--- config.mk ---
export PLATFORM = sky130hd
export DESIGN_NAME = mult_div_unit
export DESIGN_NICKNAME = d
export VERILOG_FILES = /design/src/rtl/mult_div_pkg.sv /design/src/rtl/md_step.sv /design/src/rtl/mult_div_unit.sv
export SDC_FILE = /design/constraint.sdc
export NUM_CORES = 1
export LEC_CHECK = 0
export ABC_AREA = 0
export CORE_ASPECT_RATIO = 1.25
export CORE_MARGIN = 3
export CORE_UTILIZATION = 40
export CTS_CLUSTER_SIZE = 10
export DETAILED_ROUTE_END_ITERATION = 8
export GPL_ROUTABILITY_DRIVEN = 1
export GPL_TIMING_DRIVEN = 0
export HOLD_SLACK_MARGIN = 0.08
export SLEW_MARGIN = 5
export SYNTH_ARGS = -nofsm -noshare
export SYNTH_HDL_FRONTEND = slang
export SYNTH_SLANG_ARGS = --single-unit
--- constraint.sdc ---
create_clock -name Clk -period 4.9 [get_ports Clk]
set_input_delay 0.98 -clock Clk [delete_from_list [all_inputs] [get_ports Clk]]
set_output_delay 0.98 -clock Clk [all_outputs]
set_load 0.005 [all_outputs]
--- src/rtl/mult_div_pkg.sv ---
// Shared types and constants for the multicycle multiply/divide unit.
// The state enum is shared so the step logic and any debug taps agree on encoding.
package mult_div_pkg;

  localparam int MD_WIDTH = 32;

  typedef enum logic [2:0] {
    IDLE,
    MULT,
    DIV,
    FIX,
    DONE
  } md_state_t;

  // One extra bit so the counter can hold WIDTH-1 with headroom (6 bits at 32).
  function automatic int mdCntWidth(input int width);
    return $clog2(width) + 1;
  endfunction

endpackage

--- src/rtl/md_step.sv ---
// One combinational iteration: a radix-2 Booth step or a restoring divide step.
// The accumulator is one bit wider than WIDTH so subtracting the most negative multiplicand cannot overflow.
module md_step
  import mult_div_pkg::*;
#(
  parameter int WIDTH = MD_WIDTH
) (
  input  logic             isDiv,
  input  logic [WIDTH:0]   acc,
  input  logic [WIDTH-1:0] q,
  input  logic             qm1,
  input  logic [WIDTH-1:0] m,
  output logic [WIDTH:0]   accNext,
  output logic [WIDTH-1:0] qNext,
  output logic             qm1Next
);

  logic [WIDTH:0] mExt;
  logic [WIDTH:0] sum;
  logic [WIDTH:0] rShift;

  assign mExt   = {m[WIDTH-1], m};
  assign rShift = {acc[WIDTH-1:0], q[WIDTH-1]};

  always_comb begin
    sum     = acc;
    accNext = acc;
    qNext   = q;
    qm1Next = qm1;
    if (isDiv) begin
      // Remainder stays below the divisor magnitude, so bit WIDTH of acc is always zero here.
      qm1Next = 1'b0;
      if (rShift >= {1'b0, m}) begin
        accNext = rShift - {1'b0, m};
        qNext   = {q[WIDTH-2:0], 1'b1};
      end else begin
        accNext = rShift;
        qNext   = {q[WIDTH-2:0], 1'b0};
      end
    end else begin
      case ({q[0], qm1})
        2'b01:   sum = acc + mExt;
        2'b10:   sum = acc - mExt;
        default: sum = acc;
      endcase
      accNext = {sum[WIDTH], sum[WIDTH:1]};
      qNext   = {sum[0], q[WIDTH-1:1]};
      qm1Next = q[0];
    end
  end

endmodule

--- src/rtl/mult_div_unit.sv ---
// Multicycle signed multiply (Booth) / divide (restoring) unit with Hi/Lo result registers.
// Starts are only honoured in IDLE; Done pulses for one cycle once Hi/Lo hold the new result.
module mult_div_unit
  import mult_div_pkg::*;
#(
  parameter int WIDTH = MD_WIDTH
) (
  input  logic             Clk,
  input  logic             Reset,
  input  logic             MultStart,
  input  logic             DivStart,
  input  logic [WIDTH-1:0] A,
  input  logic [WIDTH-1:0] B,
  output logic [WIDTH-1:0] Hi,
  output logic [WIDTH-1:0] Lo,
  output logic             Busy,
  output logic             Done,
  output logic             DivZero
);

  localparam int CNT_W = mdCntWidth(WIDTH);
  localparam logic [CNT_W-1:0] LAST_STEP = CNT_W'(WIDTH - 1);

  md_state_t        stateReg, stateNext;
  logic [CNT_W-1:0] cntReg;
  logic [WIDTH:0]   accReg;
  logic [WIDTH-1:0] qReg;
  logic             qm1Reg;
  logic [WIDTH-1:0] mReg;
  logic             opDivReg;
  logic             signAReg;
  logic             signBReg;
  logic [WIDTH-1:0] hiReg;
  logic [WIDTH-1:0] loReg;
  logic             divZeroReg;

  logic [WIDTH:0]   accNext;
  logic [WIDTH-1:0] qNext;
  logic             qm1Next;
  logic [WIDTH-1:0] absA;
  logic [WIDTH-1:0] absB;
  logic [WIDTH-1:0] remMag;

  assign absA   = A[WIDTH-1] ? -A : A;
  assign absB   = B[WIDTH-1] ? -B : B;
  assign remMag = accReg[WIDTH-1:0];

  md_step #(.WIDTH(WIDTH)) stepInst (
    .isDiv   (opDivReg),
    .acc     (accReg),
    .q       (qReg),
    .qm1     (qm1Reg),
    .m       (mReg),
    .accNext (accNext),
    .qNext   (qNext),
    .qm1Next (qm1Next)
  );

  always_ff @(posedge Clk or negedge Reset) begin
    if (!Reset) stateReg <= IDLE;
    else        stateReg <= stateNext;
  end

  always_comb begin
    stateNext = stateReg;
    case (stateReg)
      IDLE: begin
        if (MultStart)     stateNext = MULT;
        else if (DivStart) stateNext = (B == '0) ? DONE : DIV;
      end
      MULT:    if (cntReg == LAST_STEP) stateNext = FIX;
      DIV:     if (cntReg == LAST_STEP) stateNext = FIX;
      FIX:     stateNext = DONE;
      DONE:    stateNext = IDLE;
      default: stateNext = IDLE;
    endcase
  end

  always_comb begin
    Busy = (stateReg != IDLE);
    Done = (stateReg == DONE);
  end

  always_ff @(posedge Clk or negedge Reset) begin
    if (!Reset) begin
      cntReg     <= '0;
      accReg     <= '0;
      qReg       <= '0;
      qm1Reg     <= 1'b0;
      mReg       <= '0;
      opDivReg   <= 1'b0;
      signAReg   <= 1'b0;
      signBReg   <= 1'b0;
      hiReg      <= '0;
      loReg      <= '0;
      divZeroReg <= 1'b0;
    end else begin
      case (stateReg)
        IDLE: begin
          if (MultStart) begin
            accReg   <= '0;
            qReg     <= B;
            qm1Reg   <= 1'b0;
            mReg     <= A;
            cntReg   <= '0;
            opDivReg <= 1'b0;
          end else if (DivStart) begin
            if (B == '0) begin
              divZeroReg <= 1'b1;
            end else begin
              accReg   <= '0;
              qReg     <= absA;
              qm1Reg   <= 1'b0;
              mReg     <= absB;
              signAReg <= A[WIDTH-1];
              signBReg <= B[WIDTH-1];
              cntReg   <= '0;
              opDivReg <= 1'b1;
            end
          end
        end
        MULT, DIV: begin
          accReg <= accNext;
          qReg   <= qNext;
          qm1Reg <= qm1Next;
          cntReg <= cntReg + 1'b1;
        end
        FIX: begin
          // Quotient truncates toward zero; remainder follows the dividend's sign.
          if (opDivReg) begin
            loReg <= (signAReg ^ signBReg) ? -qReg : qReg;
            hiReg <= signAReg ? -remMag : remMag;
          end else begin
            hiReg <= accReg[WIDTH-1:0];
            loReg <= qReg;
          end
          divZeroReg <= 1'b0;
        end
        default: ;
      endcase
    end
  end

  assign Hi      = hiReg;
  assign Lo      = loReg;
  assign DivZero = divZeroReg;

endmodule

==> results.md, run 1 <==
- P&R area growth vs syn: 17.91%
- Worst r2r path cells: 17
- Post-synth EDFFs: 0
- Post-route setup slack: 0.1501 ns
- Fmax achieved: 0.2105 GHz
- Crit path time final: between 4 and 5 ns
- GR peak layer: met2
- Layout cell share with drive strength beyond 1: 0.05132
- Largest net degree at the start of global routing: 97
- CORE AREA: 36700 um2
- GR Layer Usage met2: 0.4948
- Synth async-reset ratio: 1.000
- Final Hold Vio Count: 0
- Crit end category: flip-flop
- Tcrit/Tclk final: 0.9694
- Outcome: complete, no violations
- Worst setup startpoint: mReg[0]
- Mapped cell area: 15040 um2
- CTS HTree Levels: 4
- Skew-Pair Late Insertion Delay: 0.46 ns
- CTS tree: yes
- Hold worst-path end: Hi[19]
- WL/cell: 23.10 um
- Reg2Reg Setup Slack: 0.15 ns
- Grt met3 use: 0.03881
- CTS max path bufs: 2
- Yosys reg bits: 175
- Seq/Total Area, Yosys: 0.2911
- # IOs: 135
- I/O Buffers: 134
- Post-synthesis average cell area: 7.843 um2
- Reg clk slew, reported paths: 0.08 ns
- Post-place setup slack: -0.7132 ns
- RSZ-0062 raised after global routing: no
- Die extent in y: 222.8 um
- CP Launch Type: flip-flop
- GRT Util Overall: 0.2895
- Initial antenna violation count: 0
- Final Max Tran Viols: 0
- Finished Core Util: 0.4833
- DP Cell Count: 2533
- Total gr overflow: 0
- Hold Path Class: flip-flop to flip-flop
- Hold depth: 2
- Synth warn: 0
- Top_reg_cell synth: dfrtp_1
- Via count: 15470
- DRT antenna net count: 0
- Max Cap Viol: 0
- N_diodes: 0
- CP required: ~5.2 ns
- DRC: 0
- Fillcell total: approximately 3700
- Clock root buffer: clkbuf_16
- WL final: between 50000 and 60000 um
- Post-synth cell types: just over 80
- RePlAce Congestion: 1.007
- Sequential cell area: ~4400 um2
- Synthesized Nets: 2059
- Final Hold Slack: 0.4788 ns
- Die Area: 39980 um2
- Hpwl dp: approximately 47000 um
- Post-synthesis cell count: 1918
- Non-filler cells, final: about 2600
- Slew HR: 0.2941
- Die Wd: approximately 180 um
- Multi-input combinational cell area: 10030 um2
- Initial Utilization: 0.4099
- Worst Setup Path Type: flip-flop to flip-flop
- Setup violations, final: 0
- Vias in the first global route: 15360
- Met1 Use GR: 0.3420
- Num CTS Buffers: 17
- R2r endpoint: accReg[32]
- Final net count: around 2200
- Max FO, Critical Path: 6
- First-pass GRT wire length: 90560 um
- FF-to-FF Start: mReg[0]
- Pre-antenna DRT Iters: 6
- HP Start: Hi[19]
- Fin Clk Skew: ~0.012 ns
- Vias per cell: around 6
- Arr. time, crit path: 5.08 ns
- Sink Count: 175
- Site Rows: 78
- Initial drt markers: 1310
- Slew @ Worst Pin: 1.059 ns
==> final cells by class <==
cell class / count / share of cell area
multi-input cells: 1554 / 0.5656
inverters: 65 / 0.01376
clock buffers: 18 / 0.02476
plain buffers: 122 / 0.02829
flip-flops and latches: 175 / 0.2470
repair buffers: 137 / 0.07831
well taps: 480 / 0.03386
clock inverters: 14 / 0.008395
==> cell usage after synthesis, drive strengths merged (6+ instances only) <==
cell type  instances  area (um2)
mux2i             40       400.4
nand3             30       150.1
a21oi            155       779.5
nand2            268        1006
a22oi              7       52.55
xnor2            102       893.4
dfrtp            175        4379
or3               12       85.08
o21a              11       82.58
o31ai             25       206.5
xor2             108       945.9
o21bai            10       75.07
a21o              27       202.7
and2              10       62.56
o21ai            244        1225
a32o               9       90.09
o221ai            24       216.5
nand4             14       87.58
a31oi             20       125.1
a41oi              9       78.83
nor3              25       130.1
inv               65       244.0
nor2             126       475.5
clkbuf           101       380.4
nand2b            14       87.58
and3              15       93.84
o211ai            25       187.7
buf               23       117.6
nor4              25       202.7
a211oi            15       112.6
ha                71       888.4
o31a               6       52.55
nor2b             11       68.82
o41ai             14       130.1
or4               14       112.6
==> placed cells by master, fill, tap and decap left out, drive strengths merged, types with 14 or more instances in the layout <==
| master | count |
|---|---|
| nor2 | 126 |
| o31ai | 25 |
| buf | 27 |
| clkdlybuf4s50 | 133 |
| nor3 | 25 |
| ha | 71 |
| xnor2 | 102 |
| mux2i | 40 |
| xor2 | 108 |
| a21o | 27 |
| inv | 70 |
| a21oi | 155 |
| o211ai | 25 |
| o41ai | 14 |
| o221ai | 24 |
| clkbuf | 117 |
| nor4 | 25 |
| or4 | 14 |
| a211oi | 15 |
| nand2 | 268 |
| nand3 | 30 |
| dfrtp | 175 |
| and3 | 15 |
| a31oi | 20 |
| nand2b | 14 |
| o21ai | 244 |
| nand4 | 14 |
==> stage by stage <==
step           instance area [um2]  TNS [ns]
2_1_floorplan                15040         0
3_3_place_gp                 16980   -789.33
3_5_place_dp                 17020    -2.698
4_1_cts                      17660         0
5_1_grt                      17740         0
6_report                     17740         0
==> worst max-delay path by stage <==
stage / endpoint / cells past startpoint / slack (ns)
2_1_floorplan: accReg[32] / 17 / 0.62
3_3_place_gp: mReg[18] / 1 / -4.52
3_5_place_dp: accReg[32] / 17 / -0.71
4_1_cts: accReg[32] / 17 / 0.03
5_1_grt: accReg[32] / 17 / 0.001
6_report: accReg[32] / 17 / 0.15
==> repair_timing <==
item                                   in CTS  in global routing
pin swaps                                   0                  3
buffers inserted                            0                  2
resized for setup                          14                 21
endpoints found under the hold margin       0                  0
gates cloned                                0                  0
setup endpoints to repair                  11                  8
hold buffers                                0                  0
==> state kept, by name, summed over array words and instances (netlist names), 3 cells and up <==
register / cells
Hi: 32
stateReg: 3
accReg: 33
Lo: 32
qReg: 32
mReg: 32
cntReg: 6
==> cell families (layout without fill, tap and decap cells) <==
group,after synthesis,in the layout,share of synthesized area
and+or+nand+nor,590,590,0.1843
adders and majority gates,73,73,0.06172
DFF,175,175,0.2911
muxes,45,45,0.03036
xor gates and xnor gates,210,210,0.1223
buffers and inverters,189,356,0.04933
AOI/OAI and AO/OA,636,636,0.2609
==> critical path, cell delays in order (launching register included) <==
cell and delay (ns):
dfrtp_1 0.53, inv_1 0.11, ha_1 0.23, and3_1 0.27, and3_4 0.26, and3_1 0.21
a31oi_1 0.20, xnor2_1 0.16, ha_1 0.33, a21o_1 0.22, a221oi_4 0.38, o2111ai_4 0.24
a31o_1 0.27, a21o_1 0.21, a2111oi_1 0.39, a211oi_1 0.10, xnor2_1 0.16, a221o_1 0.34
==> layer usage <==
| metal | vias to the layer above | part of all wire |
|---|---|---|
| met5 | - | 0 |
| met4 | 0 | 0.070 |
| li1 | 7188 | - |
| met1 | 7444 | 0.39 |
| met2 | 664 | 0.48 |
| met3 | 169 | 0.055 |
Power of run 1 is left out: the tool's default activity adds up to more than one toggle a clock period on the data nets, which glitch-free logic cannot reach.
==> run 2: changes to the inputs <==
--- a/config.mk
+++ b/config.mk
@@ -14,7 +14,6 @@
 export GPL_ROUTABILITY_DRIVEN = 1
 export GPL_TIMING_DRIVEN = 0
 export HOLD_SLACK_MARGIN = 0.08
-export SLEW_MARGIN = 5
 export SYNTH_ARGS = -nofsm -noshare
 export SYNTH_HDL_FRONTEND = slang
 export SYNTH_SLANG_ARGS = --single-unit
==> results.md, run 2 (synthesis gave the netlist of run 1 again) <==
- Final Hold Vio Count: 0 (unchanged)
- Final Max Tran Viols: 0 (unchanged)
- Initial antenna violation count: 0 (unchanged)
- Post-route cell area: 17780 um2 (+0.26%)
- P&R area growth vs syn: 18.22%
- GRT Util Overall: 0.2906 (+0.001123)
- CP required: 5.27 ns (+0.04 ns)
- DRC: 0 (unchanged)
- Pre-antenna DRT Iters: 7 (+1)
- Layout cell share with drive strength beyond 1: 0.05177 (+0.0004548)
- Vias per cell: 5.998 (-0.51%)
- CTS HTree Levels: 4 (unchanged)
- Arr. time, crit path: 5.09 ns (about the same)
- Area post-placement: 17020 um2 (unchanged)
- Reg2Reg Setup Slack: 0.20 ns (+0.05 ns)
- Post-place setup slack: -0.7387 ns (-0.02552 ns)
- DP Cell Count: 2533 (unchanged)
- Setup violations, final: 0 (unchanged)
- Via count: 15390 (-0.47%)
- Hold Path Class: input port to async pin
- Non-filler cells, final: 2566 (+0.039%)
- Sequential cell area: 4380 um2 (unchanged)
- Fin Clk Skew: 0.01878 ns (+0.007233 ns)
- Largest net degree at the start of global routing: 119 (+23%)
- Finished Core Util: 0.4846 (+0.001261)
- Largest Register: accReg
- Multi-input combinational cell area: 10040 um2 (about the same)
- Max FO, Critical Path: 10 (+4)
- Slew HR: 0.2904 (-0.003654)
- Final net count: 2214 (+0.045%)
- WL/cell: 23.01 um (-0.36%)
- Reg clk slew, reported paths: 0.08 ns (about the same)
- Post-route setup slack: 0.1795 ns (+0.02939 ns)
- CTS max path bufs: 2 (unchanged)
- Initial drt markers: 1256 (-4.1%)
- WL final: 59060 um (-0.32%)
- Total gr overflow: 0 (unchanged)
- CTS tree: yes
- I/O Buffers: 134 (unchanged)
- Leading cell type in the layout, fill and taps excluded: nand2_1
- Tcrit/Tclk final: 0.9634 (-0.005997)
- Fillcell total: 3730 (+1.2%)
- Max Cap Viol: 0 (unchanged)
- Cts hold-fix bufs: 0 (unchanged)
- Crit end category: flip-flop
- Die Area: 39980 um2 (unchanged)
- Num CTS Buffers: 17 (unchanged)
- First-pass GRT wire length: 90850 um (+0.33%)
- Initial Utilization: 0.4099 (unchanged)
- Skew-Pair Late Insertion Delay: 0.46 ns (about the same)
- # IOs: 135 (unchanged)
- Sink Count: 175 (unchanged)
- Fmax achieved: 0.2118 GHz (+0.62%)
- Site Rows: 78 (unchanged)
- Leading cell types in the layout, fill and taps excluded: nand2_1 (268), o21ai_0 (232), dfrtp_1 (174), a21oi_1 (153), clkdlybuf4s50_1 (133)
- N_diodes: 0 (unchanged)
- CP Launch Type: input port
- FF-to-FF Start: mReg[4]
- DRT antenna net count: 0 (unchanged)
- R2r endpoint: accReg[32]
- RePlAce Congestion: 1.007 (unchanged)
- Vias in the first global route: 15440 (+0.49%)
- Outcome: complete, no violations
- Worst Setup Path Type: input port to flip-flop
- Hpwl dp: 46930 um (+0.12%)
- Max reg flops: 33 (unchanged)
- Clock root buffer: clkbuf_16
- CORE AREA: 36700 um2 (unchanged)
- Crit path time final: 4.721 ns (-0.02939 ns)
- Worst r2r path cells: 17 (unchanged)
- Slew @ Worst Pin: 1.055 ns (-0.004244 ns)
- Die extent in y: 222.8 um (unchanged)
- Die Wd: 179.4 um (unchanged)
-- run 2: changes by cell type in the layout (fill, tap and decap cells not counted), sizes merged --
cell	change
clkinv	-4
inv	+1
buf	+2
bufinv	+2
-- run 2: metrics by stage --
step / TNS, ns / hold WS (ns)
floorplan: 0 / 0.4497
global placement: -789.33 / 0.4647
detailed placement: -2.780 / 0.4708
CTS: 0 / 0.4353
global route: -0.007294 / 0.4600
finish: 0 / 0.4245
-- run 2: critical path: stages --
cell             delay (ns)
clkdlybuf4s50_1        0.58
or4_1                  0.62
nor4b_1                0.79
nand3_1                0.29
nor3_2                 0.31
o21ba_2                0.19
nor2_1                 0.15
nor2_1                 0.35
buf_2                  0.36
buf_4                  0.26
nand2_1                0.10
o21ai_0                0.10
-- run 2: worst max-delay path by stage --
stage	slack (ns)	depth (start not counted)	from	end
finish	0.18	12	B[3]	accReg[11]
global route	-0.007	18	mReg[1]	accReg[32]
CTS	0.001	16	qReg[0]	accReg[24]
detailed placement	-0.74	16	mReg[2]	accReg[32]
global placement	-4.52	1	Reset	mReg[18]
floorplan	0.62	17	mReg[6]	accReg[32]
-- run 2: layer usage --
layer	track usage	routed length (um)	share of wire
met5	0	0	0
met3	0.03783	3347	0.057
met1	0.3448	23110	0.39
met4	0.1972	4488	0.076
met2	0.4899	28110	0.48
-- run 2: area by class of cell --
cell class	instances	area share
inverters	65	0.01372
clock buffers	19	0.02547
repair buffers	138	0.07853
flip-flops and latches	175	0.2463
multi-input cells	1554	0.5644
well taps	480	0.03377
clock inverters	13	0.009640
plain buffers	122	0.02807
-- run 2: timing repair --
item | CTS | global route
resized for setup | 14 | 21
endpoints found under the setup margin | 11 | 8
setup buffers | 0 | 3
pin swaps | 0 | 3
Power of run 2 is left out for the same reason.
